==> src/rtl/time_disp_pkg.sv <==
// Shared constants for the multiplexed time display: field slices of the
// packed time word, setting-field select codes and active-low 7-segment
// patterns ({g,f,e,d,c,b,a}). Also holds the binary-to-BCD helpers.
package time_disp_pkg;

    localparam int HOUR_MSB   = 20;
    localparam int HOUR_LSB   = 14;
    localparam int MIN_MSB    = 13;
    localparam int MIN_LSB    = 7;
    localparam int SEC_MSB    = 6;
    localparam int SEC_LSB    = 0;
    localparam int NUM_DIGITS = 6;

    localparam logic [1:0] SEL_HOUR = 2'b00;
    localparam logic [1:0] SEL_MIN  = 2'b01;
    localparam logic [1:0] SEL_NONE = 2'b10;
    localparam logic [1:0] SEL_SEC  = 2'b11;

    // Active-low segment patterns, bit order {g,f,e,d,c,b,a}
    localparam logic [6:0] SEG_0    = 7'b1000000;
    localparam logic [6:0] SEG_1    = 7'b1111001;
    localparam logic [6:0] SEG_2    = 7'b0100100;
    localparam logic [6:0] SEG_3    = 7'b0110000;
    localparam logic [6:0] SEG_4    = 7'b0011001;
    localparam logic [6:0] SEG_5    = 7'b0010010;
    localparam logic [6:0] SEG_6    = 7'b0000010;
    localparam logic [6:0] SEG_7    = 7'b1111000;
    localparam logic [6:0] SEG_8    = 7'b0000000;
    localparam logic [6:0] SEG_9    = 7'b0010000;
    localparam logic [6:0] SEG_DASH = 7'b0111111;
    localparam logic [6:0] SEG_OFF  = 7'b1111111;

    // BCD code reserved for "field out of range" dashes
    localparam logic [3:0] BCD_DASH = 4'hF;

    function automatic logic [3:0] bcd_tens(input logic [6:0] v);
        logic [6:0] q;
        q = v / 7'd10;
        return q[3:0];
    endfunction

    function automatic logic [3:0] bcd_units(input logic [6:0] v);
        logic [6:0] r;
        r = v % 7'd10;
        return r[3:0];
    endfunction

endpackage

==> src/rtl/time_display_scan_seg7_decode.sv <==
// Combinational BCD to active-low 7-segment decoder; code 4'hF shows a dash,
// other non-decimal codes show nothing.
module seg7_decode
    import time_disp_pkg::*;
(
    input  logic [3:0] i_bcd,
    output logic [6:0] o_seg
);

    // Pattern lookup for one digit
    always_comb begin
        o_seg = SEG_OFF;
        case (i_bcd)
            4'd0:     o_seg = SEG_0;
            4'd1:     o_seg = SEG_1;
            4'd2:     o_seg = SEG_2;
            4'd3:     o_seg = SEG_3;
            4'd4:     o_seg = SEG_4;
            4'd5:     o_seg = SEG_5;
            4'd6:     o_seg = SEG_6;
            4'd7:     o_seg = SEG_7;
            4'd8:     o_seg = SEG_8;
            4'd9:     o_seg = SEG_9;
            BCD_DASH: o_seg = SEG_DASH;
            default:  o_seg = SEG_OFF;
        endcase
    end

endmodule

==> src/rtl/time_display_scan.sv <==
// Six-digit multiplexed time display driver. Snapshots the packed time word
// at each frame start, scans digits 0..5 (seconds units .. hours tens) with a
// one-cycle all-off gap at every slot change to avoid ghosting.
// Optional blink of the field being set: define TIME_DISPLAY_BLINK_EN.
module time_display_scan
    import time_disp_pkg::*;
#(
    parameter int SCAN_DIV  = 50000,
    parameter int BLINK_DIV = 64
) (
    input  logic        clk,
    input  logic        rst_n,
    input  logic [20:0] t,
    input  logic        enSet,
    input  logic [1:0]  select,
    output logic [6:0]  seg,
    output logic        dp,
    output logic [5:0]  an
);

    localparam int         PW       = $clog2(SCAN_DIV);
    localparam logic [2:0] LAST_IDX = 3'(NUM_DIGITS - 1);

    logic [PW-1:0] r_presc;
    logic [2:0]    r_idx;
    logic          r_first;
    logic          r_show;
    logic [20:0]   r_snap;
    logic [6:0]    r_seg;
    logic          r_dp;
    logic [5:0]    r_an;

    logic          w_tick;
    logic [6:0]    w_val;
    logic [3:0]    w_bcd;
    logic [6:0]    w_seg;
    logic          w_blank;

    assign w_tick = (r_presc == PW'(SCAN_DIV - 1));

    // Field value of the digit currently selected, taken from the snapshot
    always_comb begin
        case (r_idx[2:1])
            2'd0:    w_val = r_snap[SEC_MSB:SEC_LSB];
            2'd1:    w_val = r_snap[MIN_MSB:MIN_LSB];
            default: w_val = r_snap[HOUR_MSB:HOUR_LSB];
        endcase
    end

    assign w_bcd = (w_val > 7'd99) ? BCD_DASH
                 : (r_idx[0] ? bcd_tens(w_val) : bcd_units(w_val));

    seg7_decode u_dec (
        .i_bcd (w_bcd),
        .o_seg (w_seg)
    );

`ifdef TIME_DISPLAY_BLINK_EN
    localparam int BW = $clog2(BLINK_DIV + 1);

    logic [BW-1:0] r_frame;
    logic          r_phase;
    logic          w_frame_start;

    assign w_frame_start = w_tick && (r_first || r_idx == LAST_IDX);

    // Frame counter and blink phase, toggled every BLINK_DIV frames
    always_ff @(posedge clk) begin
        if (!rst_n) begin
            r_frame <= '0;
            r_phase <= 1'b0;
        end else if (w_frame_start) begin
            if (r_frame == BW'(BLINK_DIV - 1)) begin
                r_frame <= '0;
                r_phase <= ~r_phase;
            end else begin
                r_frame <= r_frame + 1'b1;
            end
        end
    end

    assign w_blank = enSet && r_phase &&
                     ((select == SEL_SEC  && r_idx[2:1] == 2'd0) ||
                      (select == SEL_MIN  && r_idx[2:1] == 2'd1) ||
                      (select == SEL_HOUR && r_idx[2:1] == 2'd2));
`else
    localparam int unused_blink_div = BLINK_DIV;
    logic w_unused_set;
    assign w_unused_set = ^{enSet, select};
    assign w_blank      = 1'b0;
`endif

    // Prescaler, digit index, snapshot and registered digit outputs
    always_ff @(posedge clk) begin
        if (!rst_n) begin
            r_presc <= '0;
            r_idx   <= '0;
            r_first <= 1'b1;
            r_show  <= 1'b0;
            r_snap  <= '0;
            r_an    <= 6'b111111;
            r_seg   <= SEG_OFF;
            r_dp    <= 1'b1;
        end else begin
            r_presc <= w_tick ? '0 : r_presc + 1'b1;
            r_show  <= w_tick;
            if (w_tick) begin
                r_first <= 1'b0;
                // The first slot after reset is digit 0, not digit 1
                if (r_first || r_idx == LAST_IDX) begin
                    r_idx  <= '0;
                    r_snap <= t;
                end else begin
                    r_idx <= r_idx + 1'b1;
                end
                r_an  <= 6'b111111;
                r_seg <= SEG_OFF;
                r_dp  <= 1'b1;
            end else if (r_show) begin
                r_an  <= w_blank ? 6'b111111 : ~(6'b000001 << r_idx);
                r_seg <= w_seg;
                r_dp  <= ~(r_idx == 3'd2 || r_idx == 3'd4);
            end
        end
    end

    assign an  = r_an;
    assign seg = r_seg;
    assign dp  = r_dp;

endmodule
==> config.mk <==
export PLATFORM = sky130hd
export DESIGN_NAME = time_display_scan
export DESIGN_NICKNAME = d
export VERILOG_FILES = /design/src/rtl/time_disp_pkg.sv /design/src/rtl/time_display_scan_seg7_decode.sv /design/src/rtl/time_display_scan.sv
export SDC_FILE = /design/constraint.sdc
export NUM_CORES = 1
export LEC_CHECK = 0
export ABC_CLOCK_PERIOD_IN_PS = 8750
export BUFFER_PORTS_ARGS = -buffer_cell sky130_fd_sc_hd__buf_4
export CAP_MARGIN = 25
export CORE_MARGIN = 2
export CORE_UTILIZATION = 40
export CTS_CLUSTER_DIAMETER = 120
export DETAILED_ROUTE_END_ITERATION = 12
export MAX_ROUTING_LAYER = met4
export PLACE_DENSITY_LB_ADDON = 0.1
export SKIP_CTS_REPAIR_TIMING = 1
export SLEW_MARGIN = 40
export SYNTH_ARGS = -nofsm -noshare
export SYNTH_HDL_FRONTEND = slang
export SYNTH_HIERARCHICAL = 1
export SYNTH_SLANG_ARGS = --single-unit
==> constraint.sdc <==
create_clock -name clk -period 8.75 [get_ports clk]
set_input_delay 1.75 -clock clk [delete_from_list [all_inputs] [get_ports clk]]
set_output_delay 1.75 -clock clk [all_outputs]
set_load 0.005 [all_outputs]
# After elaboration in Yosys (flattened, before gate mapping)
# Memory sizes are Yosys's and may differ from the RTL's. A register that Yosys moved wholly into a read port is not among the register bits.
# Index checks and enable logic that the tools add are counted.
# word_totals
regBits	49
romBits	112
inputBits	26
out_inout_bits	14
wordCells	31
memories	1
# mem_list
memory	words	width	rd	rd_ports_with_merged_regs	wr	line_no	text
(no name shown)	16	7	1	1	0	time_display_scan_seg7_decode.sv:13	case (i_bcd)
# classes
n_addsub	2
n_div	2
magnitude_cmp	1
eq_ne	5
n_shift	1
mux	4
bitwise	3
reduce_logical	5
# op_table
op	n
$add 16x1->16 const B	1
$eq 16x16->1 const B	1
$pmux 7 s2	1
$mux 4	2
$div 7x4->7 const B	1
$gt 7x7->1 const B	1
$mod 7x4->7 const B	1
$eq 3x3->1 const B	2
$not 6->6	1
$shl 1x3->6 const A	1
$add 3x1->3 const B	1
$eq 3x2->1 const B	1
$mux 3	1
$eq 2x1->1 const B	1
$logic_not 2->1	1
$logic_or 1x1->1	2
$not 1->1	2
$reduce_and 2->1	1
$reduce_or 2->1	1

# Logic depth before layout (Yosys ltp)
# logic_depth
depth_word	5
ltp_mapped	32
ltp_nobuf	29

# By module
# The synthesis kept the hierarchy.
# modules_own_cells
module	n_inst	cells_each	area_per_inst_um2	seq_area_each_um2
time_display_scan	1	355	3233.1	1121.1
seg7_decode	1	35	236.5	0.0

# Worst setup path after synthesis
# OpenSTA, ideal clock, no wires.
# synth_path
path_type	reg-to-reg
from	register r_idx[1]
to	register r_seg[0] (netlist: seg[0])
setup_time_ns	0.129
arrival_time_ns	6.176
required_time_ns	8.621
slack_ns	2.444
path_stages_with_launch	30
path_buffers	2
synth_period_minus_slack_ns	6.306
cell_sequence	dfxtp_1 buf_6 mux2i_2 a21o_2 ha_1 nor2_1 a21oi_2 a21oi_1 nor2_1 ha_1 buf_2 a41oi_2 a31oi_1 a2bb2oi_2 ha_1 a31oi_1 or3_1 nand2_2 xnor2_1 ha_1 o32a_4 and2_4 o311ai_1 inv_1 ha_1 or2_1 a21oi_2 a31oi_1 mux2i_1 nand2_1
# synth_via
elab_chain_len	5
# synth_rtl
item	line_no	text
start: declaration	time_display_scan.sv:25	logic [2:0] r_idx;
start signal: assignment	time_display_scan.sv:114	r_idx <= r_idx + 1'b1;
$eq 2x1->1 or $logic_not 2->1 (tied branches)	time_display_scan.sv:43	case (r_idx[2:1])
$pmux 7 s2 (*)	time_display_scan.sv:43	
$mod 7x4->7 or $div 7x4->7 (tied branches)	time_disp_pkg.sv:44, time_disp_pkg.sv:38	
$mux 4	time_display_scan.sv:51	: (r_idx[0] ? bcd_tens(w_val) : bcd_units(w_val));
$mux 4 (*)	time_display_scan.sv:50	assign w_bcd = (w_val > 7'd99) ? BCD_DASH
net w_bcd[1]	time_display_scan.sv:35	logic [3:0] w_bcd;
end: declaration	time_display_scan.sv:29	logic [6:0] r_seg;
# The timed path passes the listed nets; every way through them passes the cells marked *.
# A chain may end at the register's enable or synchronous reset.

# Worst setup path in the final report
# layout_path
from	register r_idx[2]
to	register r_seg[3] (netlist: seg[3])
# Same word-level chain as after synthesis.

==> impl_metrics.csv <==
group,metric,value,unit
global_routing,grt_pass1_vias,2608,
synthesis,yosysUniqueCellTypes,75,
worst_setup_path,cp.required,8940,ps
worst_setup_path,cp-end-kind,"flop",
cts,root_buffer,"clkbuf_8",
drt,remaining_drc_errors,0,
synthesis,synthTopCellsByArea,"dfxtp_1, mux2i_1, ha_1",
worst_setup_path,critPathSlowestCell,"dfxtp_1",
synthesis,netlist.top_cell.by_area,"dfxtp_1",
floorplanning,ioPinCount,40,
floorplanning,die_h,97.14,µm
global_routing,grt_pass1_wl,12150,µm
timing,period_share,0.8377,
worst_setup_path,arrival,7530,ps
placement,gp_congestion,0.8076,
cells_and_area,fill_cells,838,
cells_and_area,antennaDiodeCount,0,
floorplanning,row_count,33,
global_routing,grt_max_degree,24,
drt,wl,7143,µm
cts,clk_pin_slew,110,ps
worst_setup_path,critical_path_class,"flop to flop",
drt,vias_per_cell,5.260,
synthesis,ys_top_cells_by_count,"dfxtp_1, nor2_1, nand2_1",
drt,first_iter_violations,146,
cts,clock-sinks,56,
timing,drv_slew,0,
placement,dp.cells,516,
timing,tightest_slew,740.6,ps
synthesis,syn-cell-area,3470,µm²
floorplanning,coreArea,8299,µm²
cts,htree_levels,2,
synthesis,async_flop_share,0,
global_routing,track_usage,0.1574,
floorplanning,initial_core_util,0.4181,
timing,final.min_clock_period,7330,ps
hold_path,hold_class,"flop to flop",
cts,cts_tree,"yes",
global_routing,antenna_found_initial,0,
drt,ant_nets,0,
cts,cts_made_buffers,5,
cells_and_area,design_area,3887,µm²
drt,vias,2756,
synthesis,synth_most_common_cell,"dfxtp_1",
floorplanning,die_w,97.14,µm
timing,finalSetupTns,0,ps
timing,slew_headroom,0.5056,
cells_and_area,layout-drive-gt1-share,0.1981,
cts,clk_latency,310,ps
synthesis,synth.top_cell.area_share,0.3231,
synthesis,synth_nets,435,
power,finalPower,415.1,µW
power,p_leak,0.001402,µW
drt,wl_per_cell,13.63,µm
synthesis,ys_seq_area_frac,0.3231,
power,power_density,106.8,nW/µm²
cells_and_area,finalNonFillerCells,524,
worst_setup_path,cpPeakStageDelay,820,ps
timing,grt_setup_unrepaired,"false",
worst_setup_path,cp_max_fo,18,
timing,fmax,136.4,MHz
run,maxCapViolations,0,
cts,clockBufferDepth,2,
floorplanning,fp.dieArea,9435,µm²
worst_setup_path,cp-start-kind,"flop",
worst_setup_path,crit_top_cell,"ha_1",
synthesis,synth_edf_count,0,
timing,holdWs,448.3,ps
placement,dp_hpwl,5201,µm
synthesis,yosysWarnings,6,
timing,setup_viol,0,
drt,drt_first_pass_iters,4,
global_routing,grt_overflow,0,
synthesis,synth.avg_cell_area,8.896,µm²
timing,finClkSkew,17.24,ps
status,status,"completed",
power,ir_drop,0.00006489,V
timing,hold_viol,0,
synthesis,synthCells,390,
synthesis,ys.flop_type,"dfxtp_1",
synthesis,ys_ff_latch,56,
cells_and_area,syn_to_final_growth,12.04,%
placement,port_buffers,36,
cells_and_area,fin_nets,463,
placement,placed_cell_area,3791,µm²
-- worst paths after layout --
kind	slack, ps	depth (start not counted)	to	startpoint
max	1420	28	seg[3]$_SDFFE_PP1P_	r_idx[2]$_SDFFE_PN0P_
min	450	2	r_first$_SDFFE_PN1P_	r_first$_SDFFE_PN1P_
max reg2reg	1420	28	seg[3]$_SDFFE_PP1P_	r_idx[2]$_SDFFE_PN0P_
min reg2reg	450	2	r_first$_SDFFE_PN1P_	r_first$_SDFFE_PN1P_
-- area by class of cell --
type                    instances  area, µm²  share of cell area
inverters                      18      67.56             0.01738
clock buffers                   6      72.57             0.01867
clock inverters                 2      16.27            0.004184
flip-flops and latches         56       1122              0.2887
multi-input cells             298       2185              0.5620
well taps                     105      131.4             0.03379
repair buffers                 39      292.8             0.07531
-- per-layer routing --
layer,vias to the layer above,wire [µm],GRT usage
met5,-,0,-
met4,0,37,0.02925
met3,4,224,0.02590
met2,47,3313,0.2473
met1,1270,3567,0.2166
li1,1435,-,-
-- logic make-up (layout without fill, tap and decap cells) --
| logic type | count (synthesis) | after routing | share of synthesized area |
|---|---|---|---|
| AND/OR/NAND/NOR | 145 | 145 | 0.2077 |
| AO/OA/AOI/OAI | 80 | 80 | 0.1897 |
| flip-flops | 56 | 56 | 0.3231 |
| multiplexers | 39 | 39 | 0.1233 |
| buffers and inverters | 36 | 65 | 0.04977 |
| adder cells (fa/ha/maj) | 19 | 19 | 0.06852 |
| XOR/XNOR | 15 | 15 | 0.03787 |
-- placed cells by master (no fill, tap or decap), types with 3 or more instances in the layout --
cell type / n
mux2i_1: 32
nor4b_1: 4
nand2b_1: 3
and2_1: 3
nand2_1: 37
xor2_1: 8
a31oi_1: 4
nor3_1: 9
and3_1: 4
inv_1: 16
nor2_1: 48
nand3_1: 14
o21ai_4: 3
a21oi_2: 3
xnor2_1: 7
a21oi_1: 8
a211oi_1: 4
ha_1: 19
mux2_2: 3
clkbuf_8: 5
o21ai_0: 22
nand4_1: 3
buf_4: 39
dfxtp_1: 55
-- per-stage QoR --
| step | setup WS, ps | util |
|---|---|---|
| CTS | 1455 | 0.4675 |
| finish | 1420 | 0.4684 |
| global placement | 1522 | 0.4568 |
| floorplan | 2444 | - |
| global route | 853.0 | 0.4684 |
| detailed placement | 1489 | 0.4568 |
-- flip-flops by register name, indices dropped and copies added (netlist names) --
signal,cells
dp,1
r_snap,21
r_show,1
seg,7
an,6
r_idx,3
r_first,1
r_presc,16
-- worst max-delay path: cells and delay by family, from the launching register on --
| kind | cells | cell delay [ps] |
|---|---|---|
| flip-flops | 1 | 820 |
| adder cells (fa/ha/maj) | 5 | 1370 |
| XOR/XNOR | 1 | 90 |
| AO/OA/AOI/OAI | 10 | 2420 |
| AND/OR/NAND/NOR | 8 | 1760 |
| buffers and inverters | 3 | 550 |
| multiplexers | 1 | 170 |
-- report_power, final --
part	switching, µW	internal (µW)
Sequential	1.08	256
Combinational	6.42	7.67
Clock	86.8	57.2
Power figures use the tool's default switching activity.
